`src/rtl/aes_inv_mixcolumns_wddl.sv`:
```
`default_nettype none
// +----------------------------------------------------------------------------+
// | Module  : aes_inv_mixcolumns_wddl                                          |
// | Brief   : Sequential dual-rail (WDDL) AES InvMixColumns, one column per    |
// |           evaluate phase with optional precharge phase between columns.    |
// | Revision: 1.0 - initial release                                            |
// +----------------------------------------------------------------------------+
module aes_inv_mixcolumns_wddl #(
    parameter int NCOL      = 4,
    parameter bit PRECHARGE = 1'b1
) (
    input  logic         clk,
    input  logic         rst,
    input  logic         in_valid,
    output logic         in_ready,
    input  logic [127:0] sa_in,
    input  logic [127:0] sa_in_n,
    output logic         out_valid,
    input  logic         out_ready,
    output logic [127:0] sa_out,
    output logic [127:0] sa_out_n,
    output logic         rail_err
);

    localparam logic [1:0] c_s_idle     = 2'd0;
    localparam logic [1:0] c_s_pre      = 2'd1;
    localparam logic [1:0] c_s_eval     = 2'd2;
    localparam logic [1:0] c_s_done     = 2'd3;
    localparam logic [1:0] c_last_col   = 2'(NCOL - 1);
    localparam logic [1:0] c_after_eval = PRECHARGE ? c_s_pre : c_s_eval;

    logic [1:0]   r_fsm;
    logic [1:0]   r_col;
    logic [127:0] r_sa;
    logic [127:0] r_sa_out;
    logic [127:0] r_sa_out_n;
    logic         r_out_valid;
    logic         r_in_ready;
    logic         r_rail_err;
    logic [31:0]  w_col_in;
    logic [31:0]  w_col_res;

    function automatic logic [7:0] xt(input logic [7:0] a);
        return {a[6:0], 1'b0} ^ (a[7] ? 8'h1b : 8'h00);
    endfunction

    // k selects which of x4/x2/x1 join x8: 9, b, d and e all contain x8
    function automatic logic [7:0] gm(input logic [7:0] a, input logic [3:0] k);
        logic [7:0] x2;
        logic [7:0] x4;
        logic [7:0] x8;
        x2 = xt(a);
        x4 = xt(x2);
        x8 = xt(x4);
        return x8 ^ (k[2] ? x4 : 8'h00) ^ (k[1] ? x2 : 8'h00) ^ (k[0] ? a : 8'h00);
    endfunction

    function automatic logic [31:0] inv_mix_col(input logic [31:0] w);
        logic [7:0] a0;
        logic [7:0] a1;
        logic [7:0] a2;
        logic [7:0] a3;
        a0 = w[31:24];
        a1 = w[23:16];
        a2 = w[15:8];
        a3 = w[7:0];
        return {gm(a0, 4'he) ^ gm(a1, 4'hb) ^ gm(a2, 4'hd) ^ gm(a3, 4'h9),
                gm(a0, 4'h9) ^ gm(a1, 4'he) ^ gm(a2, 4'hb) ^ gm(a3, 4'hd),
                gm(a0, 4'hd) ^ gm(a1, 4'h9) ^ gm(a2, 4'he) ^ gm(a3, 4'hb),
                gm(a0, 4'hb) ^ gm(a1, 4'hd) ^ gm(a2, 4'h9) ^ gm(a3, 4'he)};
    endfunction

    always_comb begin
        w_col_in = r_sa[127:96];
        case (r_col)
            2'd0:    w_col_in = r_sa[127:96];
            2'd1:    w_col_in = r_sa[95:64];
            2'd2:    w_col_in = r_sa[63:32];
            default: w_col_in = r_sa[31:0];
        endcase
    end

    assign w_col_res = inv_mix_col(w_col_in);

    always_ff @(posedge clk) begin
        if (rst) begin
            r_fsm       <= c_s_idle;
            r_col       <= 2'd0;
            r_sa        <= '0;
            r_sa_out    <= '0;
            r_sa_out_n  <= '0;
            r_out_valid <= 1'b0;
            r_in_ready  <= 1'b1;
            r_rail_err  <= 1'b0;
        end else begin
            case (r_fsm)
                c_s_idle: begin
                    if (in_valid) begin
                        r_sa       <= sa_in;
                        r_rail_err <= ~&(sa_in ^ sa_in_n);
                        r_col      <= 2'd0;
                        r_sa_out   <= '0;
                        r_sa_out_n <= '0;
                        r_in_ready <= 1'b0;
                        r_fsm      <= c_after_eval;
                    end
                end
                c_s_pre: begin
                    r_fsm <= c_s_eval;
                end
                c_s_eval: begin
                    // Only the active column leaves 0/0; the rest keep their value
                    case (r_col)
                        2'd0: begin
                            r_sa_out[127:96]   <= w_col_res;
                            r_sa_out_n[127:96] <= ~w_col_res;
                        end
                        2'd1: begin
                            r_sa_out[95:64]    <= w_col_res;
                            r_sa_out_n[95:64]  <= ~w_col_res;
                        end
                        2'd2: begin
                            r_sa_out[63:32]    <= w_col_res;
                            r_sa_out_n[63:32]  <= ~w_col_res;
                        end
                        default: begin
                            r_sa_out[31:0]     <= w_col_res;
                            r_sa_out_n[31:0]   <= ~w_col_res;
                        end
                    endcase
                    if (r_col == c_last_col) begin
                        r_out_valid <= 1'b1;
                        r_fsm       <= c_s_done;
                    end else begin
                        r_col <= r_col + 2'd1;
                        r_fsm <= c_after_eval;
                    end
                end
                default: begin
                    if (out_ready) begin
                        r_out_valid <= 1'b0;
                        r_in_ready  <= 1'b1;
                        r_fsm       <= c_s_idle;
                    end
                end
            endcase
        end
    end

    assign in_ready  = r_in_ready;
    assign out_valid = r_out_valid;
    assign sa_out    = r_sa_out;
    assign sa_out_n  = r_sa_out_n;
    assign rail_err  = r_rail_err;

endmodule
`default_nettype wire

```
`config.mk`:
```
export PLATFORM = sky130hd
export DESIGN_NAME = aes_inv_mixcolumns_wddl
export DESIGN_NICKNAME = d
export VERILOG_FILES = /design/src/rtl/aes_inv_mixcolumns_wddl.sv
export SDC_FILE = /design/constraint.sdc
export NUM_CORES = 1
export LEC_CHECK = 0
export CORE_MARGIN = 3
export CORE_UTILIZATION = 45
export DETAILED_ROUTE_END_ITERATION = 7
export PLACE_DENSITY_LB_ADDON = 0.25
export SLEW_MARGIN = 20
export SYNTH_ARGS = -nofsm -noshare
export SYNTH_HDL_FRONTEND = slang
export SYNTH_SLANG_ARGS = --single-unit
```
`constraint.sdc`:
```
create_clock -name clk -period 4.5 [get_ports clk]
set_input_delay 0.9 -clock clk [delete_from_list [all_inputs] [get_ports clk]]
set_output_delay 0.9 -clock clk [all_outputs]
set_load 0.005 [all_outputs]
```
## Yosys cells after proc, flatten, opt, wreduce, memory -nomap -nowiden

Index checks and enable logic that the tools add are counted.

| word-level totals | value |
|---|---|
| register bits | 391 |
| input port bits | 260 |
| output and inout bits | 259 |
| logic and storage cells | 136 |

| operators by class | value |
|---|---|
| $add $sub $neg | 1 |
| equality and inequality tests | 12 |
| mux-type cells | 37 |
| bitwise gates (word level) | 52 |
| reductions and logical operators | 20 |

Operators by type and width:

| cell | number |
|---|---|
| one-hot mux 128 bit (2 select lines) | 2 |
| bitwise XOR 8 bit | 37 |
| 2-to-1 mux 32 bit | 8 |
| 2-to-1 mux 128 bit | 1 |
| AND reduction 128 bit | 1 |
| bitwise XOR 128 bit | 1 |
| one-hot mux 32 bit (3 select lines) | 1 |
| bitwise XOR 8 x 5 -> 8 bit | 11 |
| 2-to-1 mux 5 bit | 12 |
| inverter 32 bit | 1 |
| AND reduction 3 bit | 7 |
| 2-to-1 mux 2 bit | 5 |
| != test 2 bit, second input constant | 4 |
| equality test 2 bit, second input constant | 3 |
| != test 2 x 1 -> 1 bit, second input constant | 3 |
| one-hot mux 2 bit (3 select lines) | 1 |
| nonzero test 2 bit | 3 |
| equality test 2 x 1 -> 1 bit, second input constant | 2 |
| zero test 2 bit | 2 |
| 2-to-1 mux 1 bit | 4 |
| one-hot mux 1 bit (2 select lines) | 2 |
| one-hot mux 2 bit (2 select lines) | 1 |
| AND reduction 2 bit | 2 |
| nonzero test 4 bit | 1 |
| other kinds (5) | 7 |

## Logic depth before layout (Yosys ltp)

| depth | value |
|---|---|
| word-level depth | 16 |
| depth in mapped cells | 14 |
| depth with buffers taken out | 10 |

## Worst setup path before layout

OpenSTA, ideal clock, no wires.

| path | value |
|---|---|
| path type | register to register |
| start | register r_col[1] |
| end | register r_sa_out[116], in the netlist sa_out[116] |
| library setup time | 0.117 ns |
| data arrival time | 3.301 ns |
| data required time | 4.383 ns |
| path slack | 1.082 ns |
| cell stages (with the launch flop) | 11 |
| buffers on the path | 0 |
| clock period less this slack | 3.418 ns |
| cells stage by stage | dfxtp_1 inv_1 ha_1 a222oi_1 xnor2_1 o21ai_2 xnor3_1 xor2_1 xnor3_1 xnor2_2 a22o_1 |

| between the ends | value |
|---|---|
| longest elaborated chain between the ends | 13 |
| elaborated cells between the ends (all ways) | 41 |
| classes of those cells | 3 x eq/ne; 14 x mux; 22 x bitwise; 2 x reduce/logical |

Ends and longest elaborated chain:

| what | line | RTL |
|---|---|---|
| from (decl) | 33 | `logic [1:0] r_col;` |
| from (signal assigned) | 135 | `r_col <= r_col + 2'd1;` |
| equality test 2 bit, or another cell as far along | 75 | `case (r_col)` |
| one-hot mux 32 bit (3 select lines) | 75 |  |
| bitwise XOR 8 x 5 -> 8 bit | 44 | `return {a[6:0], 1'b0} ^ (a[7] ? 8'h1b : 8'h00);` |
| 2-to-1 mux 5 bit / bitwise XOR 8 x 5 -> 8 bit (equally long branches) | 44 |  |
| bitwise XOR 8 x 5 -> 8 bit / 2-to-1 mux 5 bit (equally long branches) | 44 |  |
| bitwise XOR 8 x 5 -> 8 bit | 44 |  |
| bitwise XOR 8 bit (2 in series) | 55 | `return x8 ^ (k[2] ? x4 : 8'h00) ^ (k[1] ? x2 : 8'h00) ^ (k[0] ? a : 8'h00);` |
| bitwise XOR 8 bit (3 in series) | 68 | `gm(a0, 4'h9) ^ gm(a1, 4'he) ^ gm(a2, 4'hb) ^ gm(a3, 4'hd),` |
| 2-to-1 mux 32 bit | 113 | `case (r_col)` |
| one-hot mux 128 bit (2 select lines) | 96 | `case (r_fsm)` |
| to (signal assigned) | 115 | `r_sa_out[127:96] <= w_col_res;` |
| to (decl) | 35 | `logic [127:0] r_sa_out;` |

Parallel ways exist; a longest one is shown, timed or not. The select of a mux whose other input is x is not followed.
A chain may end at the register's enable or synchronous reset.

## Final worst setup path

| path | value |
|---|---|
| start | register r_col[0] |
| end | register r_sa_out[101], in the netlist sa_out[101] |

| between the ends | value |
|---|---|
| longest elaborated chain between the ends | 13 |
| elaborated cells between the ends (all ways) | 38 |
| classes of those cells | 3 x eq/ne; 11 x mux; 22 x bitwise; 2 x reduce/logical |

Ends and longest elaborated chain:

| what | line | RTL |
|---|---|---|
| equality test 2 bit, or another cell as far along | 75 |  |
| one-hot mux 32 bit (3 select lines) | 75 |  |
| 2-to-1 mux 5 bit / bitwise XOR 8 x 5 -> 8 bit (equally long branches) | 44 |  |
| bitwise XOR 8 x 5 -> 8 bit / 2-to-1 mux 5 bit (equally long branches) | 44 |  |
| bitwise XOR 8 x 5 -> 8 bit (2 in series) | 44 |  |
| bitwise XOR 8 bit (2 in series) | 55 |  |
| bitwise XOR 8 bit (3 in series) | 70 | `gm(a0, 4'hb) ^ gm(a1, 4'hd) ^ gm(a2, 4'h9) ^ gm(a3, 4'he)};` |
| 2-to-1 mux 32 bit | 113 |  |
| one-hot mux 128 bit (2 select lines) | 96 |  |

Parallel ways exist; a longest one is shown, timed or not. The select of a mux whose other input is x is not followed.

==> flow_metrics.tcl <==
set metrics [dict create \
    synth_cells 2152 \
    status "finished with violations" \
    dpl.hpwl_um 60800 \
    r2r_slack_ns 0.21 \
    first_pass_iters 8 \
    finalInstanceArea_um2 25500 \
    synth_area_um2 18300 \
    die_y_um 207 \
    setup_tns_ns 0 \
    final_common_cell "nand2_1" \
    die_x_um 207 \
    clkLatencyLatePin_ns 0.57 \
    h-tree-depth 2 \
    hp-class "reg -> reg" \
    synth.yosys.seq_area_share_pct 42.9 \
    synthFlopType "dfxtp_1" \
    overflow 0 \
    intPower_mw 7.09 \
    p_sw_share_pct 36.4 \
    r2r-start "r_col[0]" \
    grt_max_degree 235 \
    comb_power_share_pct 36.0 \
    synthTopCellsByArea "dfxtp_1, nand2_1, xnor2_1" \
    path_class "reg -> reg" \
    drc 7 \
    ant_nets 0 \
    clockPowerShare_pct 30.0 \
    cts_hold_buf 0 \
    crit_arrival_ns 4.72 \
    synth_top_family_by_area "compound AO/OA/AOI/OAI gates" \
    drv_cap 0 \
    synthSimpleGateAreaFrac_pct 14.1 \
    globalplace.congestion 1.02 \
    fmax_mhz 233 \
    final_cells 3195 \
    synth-compound-area-share_pct 19.0 \
    fin_crit_sh_pct 95.4 \
    r2r_cells 12 \
    ys_async_sr_fraction_pct 0 \
    drt-total-wl_um 77400 \
    pwr_density_cell_nw_per_um2 437 \
    mostFrequentLayoutCells "nand2_1, clkdlybuf4s50_1, dfxtp_1, a21oi_1, xnor2_1" \
    switchingPower_mw 4.06 \
    irDropWorstVdd_mv 0.307 \
    vias 18000 \
    final_nets 2906 \
    cts.sinks 391 \
    critPathLaunch "r_col[0]" \
    placed_area_um2 24200 \
    finalHoldViolCount 0 \
    layout_setup_ws_ns 0.205 \
    layout-drive-gt1-share_pct 7.34 \
    avgSynthCellArea_um2 8.49 \
    cts_buffer_depth 3 \
    critPathLaunchType "flop" \
    yosys.area_share.adder_pct 0.479 \
    report.final.setup_viol 0 \
    violations "design-rule violations" \
    antenna_cells 0 \
    reg2reg_to "sa_out[101]" \
    p_seq_share_pct 34.0 \
    crit_end "sa_out[101]" \
    max_slew_margin_pct 17.1 \
    regArea_um2 7830 \
    crit_fanout 17 \
    yosys_warnings 0 \
    tightestPinTransition_ns 1.24 \
    grt_first_pass_wirelength_um 114000 \
    yosys.area.top_type_share_pct 42.9 \
    vias_per_cell 5.64 \
    start_util_pct 45.8 \
    port_buffers 518 \
    synth-xor-area-share_pct 18.9 \
    drtIter0Drc 1876 \
    grt_pass1_vias 17500 \
    synth_top_area_cell "dfxtp_1" \
    leakage_nw 9.22 \
    path_clk_slew_ns 0.06 \
    core_area_um2 39900 \
    clock_skew_ns 0.0245 \
    synth_nets 2419 \
    dp_slack_ns 0.274 \
    synth-edff-count 0 \
    holdPathStages 2 \
    ys_ff_latch 391 \
    rsz0062_at_grt "false" \
    io_pins 519 \
    dp.cells 3119 \
    multi_input_comb_area_um2 9830 \
    cts_buffers 41 \
    dieArea_um2 43000 \
    required_ns 4.92 \
    fin_util_pct 63.9 \
    cts_tree "built" \
    routedWlPerCell_um 24.2 \
    num_rows 73 \
    synth.area.mux_share_pct 1.04 \
    antenna_found_initial 0 \
    area_growth_pct 39.6 \
    grt_usage_pct 34.3 \
    period_needed_ns 4.29 \
    synth.distinct_cells 45 \
    cts_root_buffer "clkbuf_16" \
    fillCellCount 3420 \
    crit_path_end_kind "flop" \
    slew_violations 0 \
]
-- synth_stat cells (3+ instances only) --
library cell and count:
a21oi_1 228, nand3_1 3, o21ai_1 11, buf_4 5, a22oi_1 35, xor2_1 117
nor4_1 13, o21a_1 5, ha_1 7, a22o_1 81, o22ai_1 14, nand2_1 519
xnor2_1 211, xor2_2 3, xnor2_2 13, inv_1 8, xnor3_1 13, nand4_1 18
nand2b_1 3, buf_2 8, mux2i_1 14, o2111ai_1 4, nor2_1 95, clkbuf_1 138
a222oi_1 32, a221oi_1 13, o21ai_0 116, nor3_1 4, buf_1 6, dfxtp_1 391
a2111oi_0 3
-- power by group through the flow --
| stage | registers (mW) | clock network [mW] | logic [mW] |
|---|---|---|---|
| after floorplan | 3.78 | 0 | 2.35 |
| after global placement | 3.86 | 0 | 3.94 |
| after detailed placement | 3.86 | 0 | 3.97 |
| after CTS | 3.78 | 3.36 | 3.99 |
| after global routing | 3.80 | 3.49 | 4.26 |
| final | 3.79 | 3.34 | 4.02 |
-- logic make-up after synthesis --
group                      after synthesis
AOI/OAI and AO/OA                      552
xor gates and xnor gates               358
adders and majority gates                7
buffers and inverters                  167
DFF                                    391
muxes                                   18
and+or+nand+nor                        659
-- routing by layer --
| metal | up-vias | wire length [µm] | global-route usage (%) |
|---|---|---|---|
| li1 | 8280 | - | - |
| met1 | 8685 | 30900 | 43.1 |
| met2 | 901 | 37900 | 59.1 |
| met3 | 146 | 5720 | 6.01 |
| met4 | 0 | 2910 | 12.8 |
| met5 | - | 0 | 0 |
-- worst min-delay path by stage --
stage | from | endpoint | slack, ns
after global routing | sa_out[88] | sa_out[88] | 0.47
after global placement | sa_out[9] | sa_out[9] | 0.43
final | sa_out[53] | sa_out[53] | 0.45
after floorplan | r_sa[32] | r_sa[32] | 0.44
after detailed placement | sa_out[77] | sa_out[77] | 0.44
after CTS | r_sa[46] | r_sa[46] | 0.45
-- stage by stage --
step | power [mW] | hold WS [ns]
after floorplan | 6.14 | 0.436
after global routing | 11.6 | 0.472
final | 11.1 | 0.450
after global placement | 7.80 | 0.434
after detailed placement | 7.83 | 0.442
after CTS | 11.1 | 0.454
-- layout make-up --
type	count	share of cell area (%)
Clock buffer	57	4.62
Clock inverter	17	0.579
Inverter	8	0.118
Multi-Input combinational cell	1594	38.5
Sequential cell	391	30.7
Tap cell	525	2.58
Timing Repair Buffer	603	22.9
-- sequential cells by signal, indices dropped and copies added, names as in the netlist --
| register | flops |
|---|---|
| r_sa | 128 |
| sa_out | 128 |
| sa_out_n | 128 |
| r_col | 2 |
| r_fsm | 2 |
| in_ready | 1 |
| out_valid | 1 |
| rail_err | 1 |
-- worst max-delay path, cell delays in order, from the launching register on --
cell and delay (ns):
dfxtp_1 0.43, inv_1 0.11, ha_1 0.41, buf_4 0.29, buf_4 0.16, a222oi_1 0.62
xnor2_1 0.24, mux2i_1 0.24, xnor2_1 0.67, xnor2_1 0.22, xnor2_1 0.20, xnor2_2 0.40
o21ai_0 0.16
-- timing repair --
item / CTS / global route
endpoints found under the hold margin: 0 / 0
resized for setup: 0 / 3
setup buffers: 0 / 2
setup endpoints to repair: 0 / 28
No activity file was read; power rests on OpenSTA's default activity.
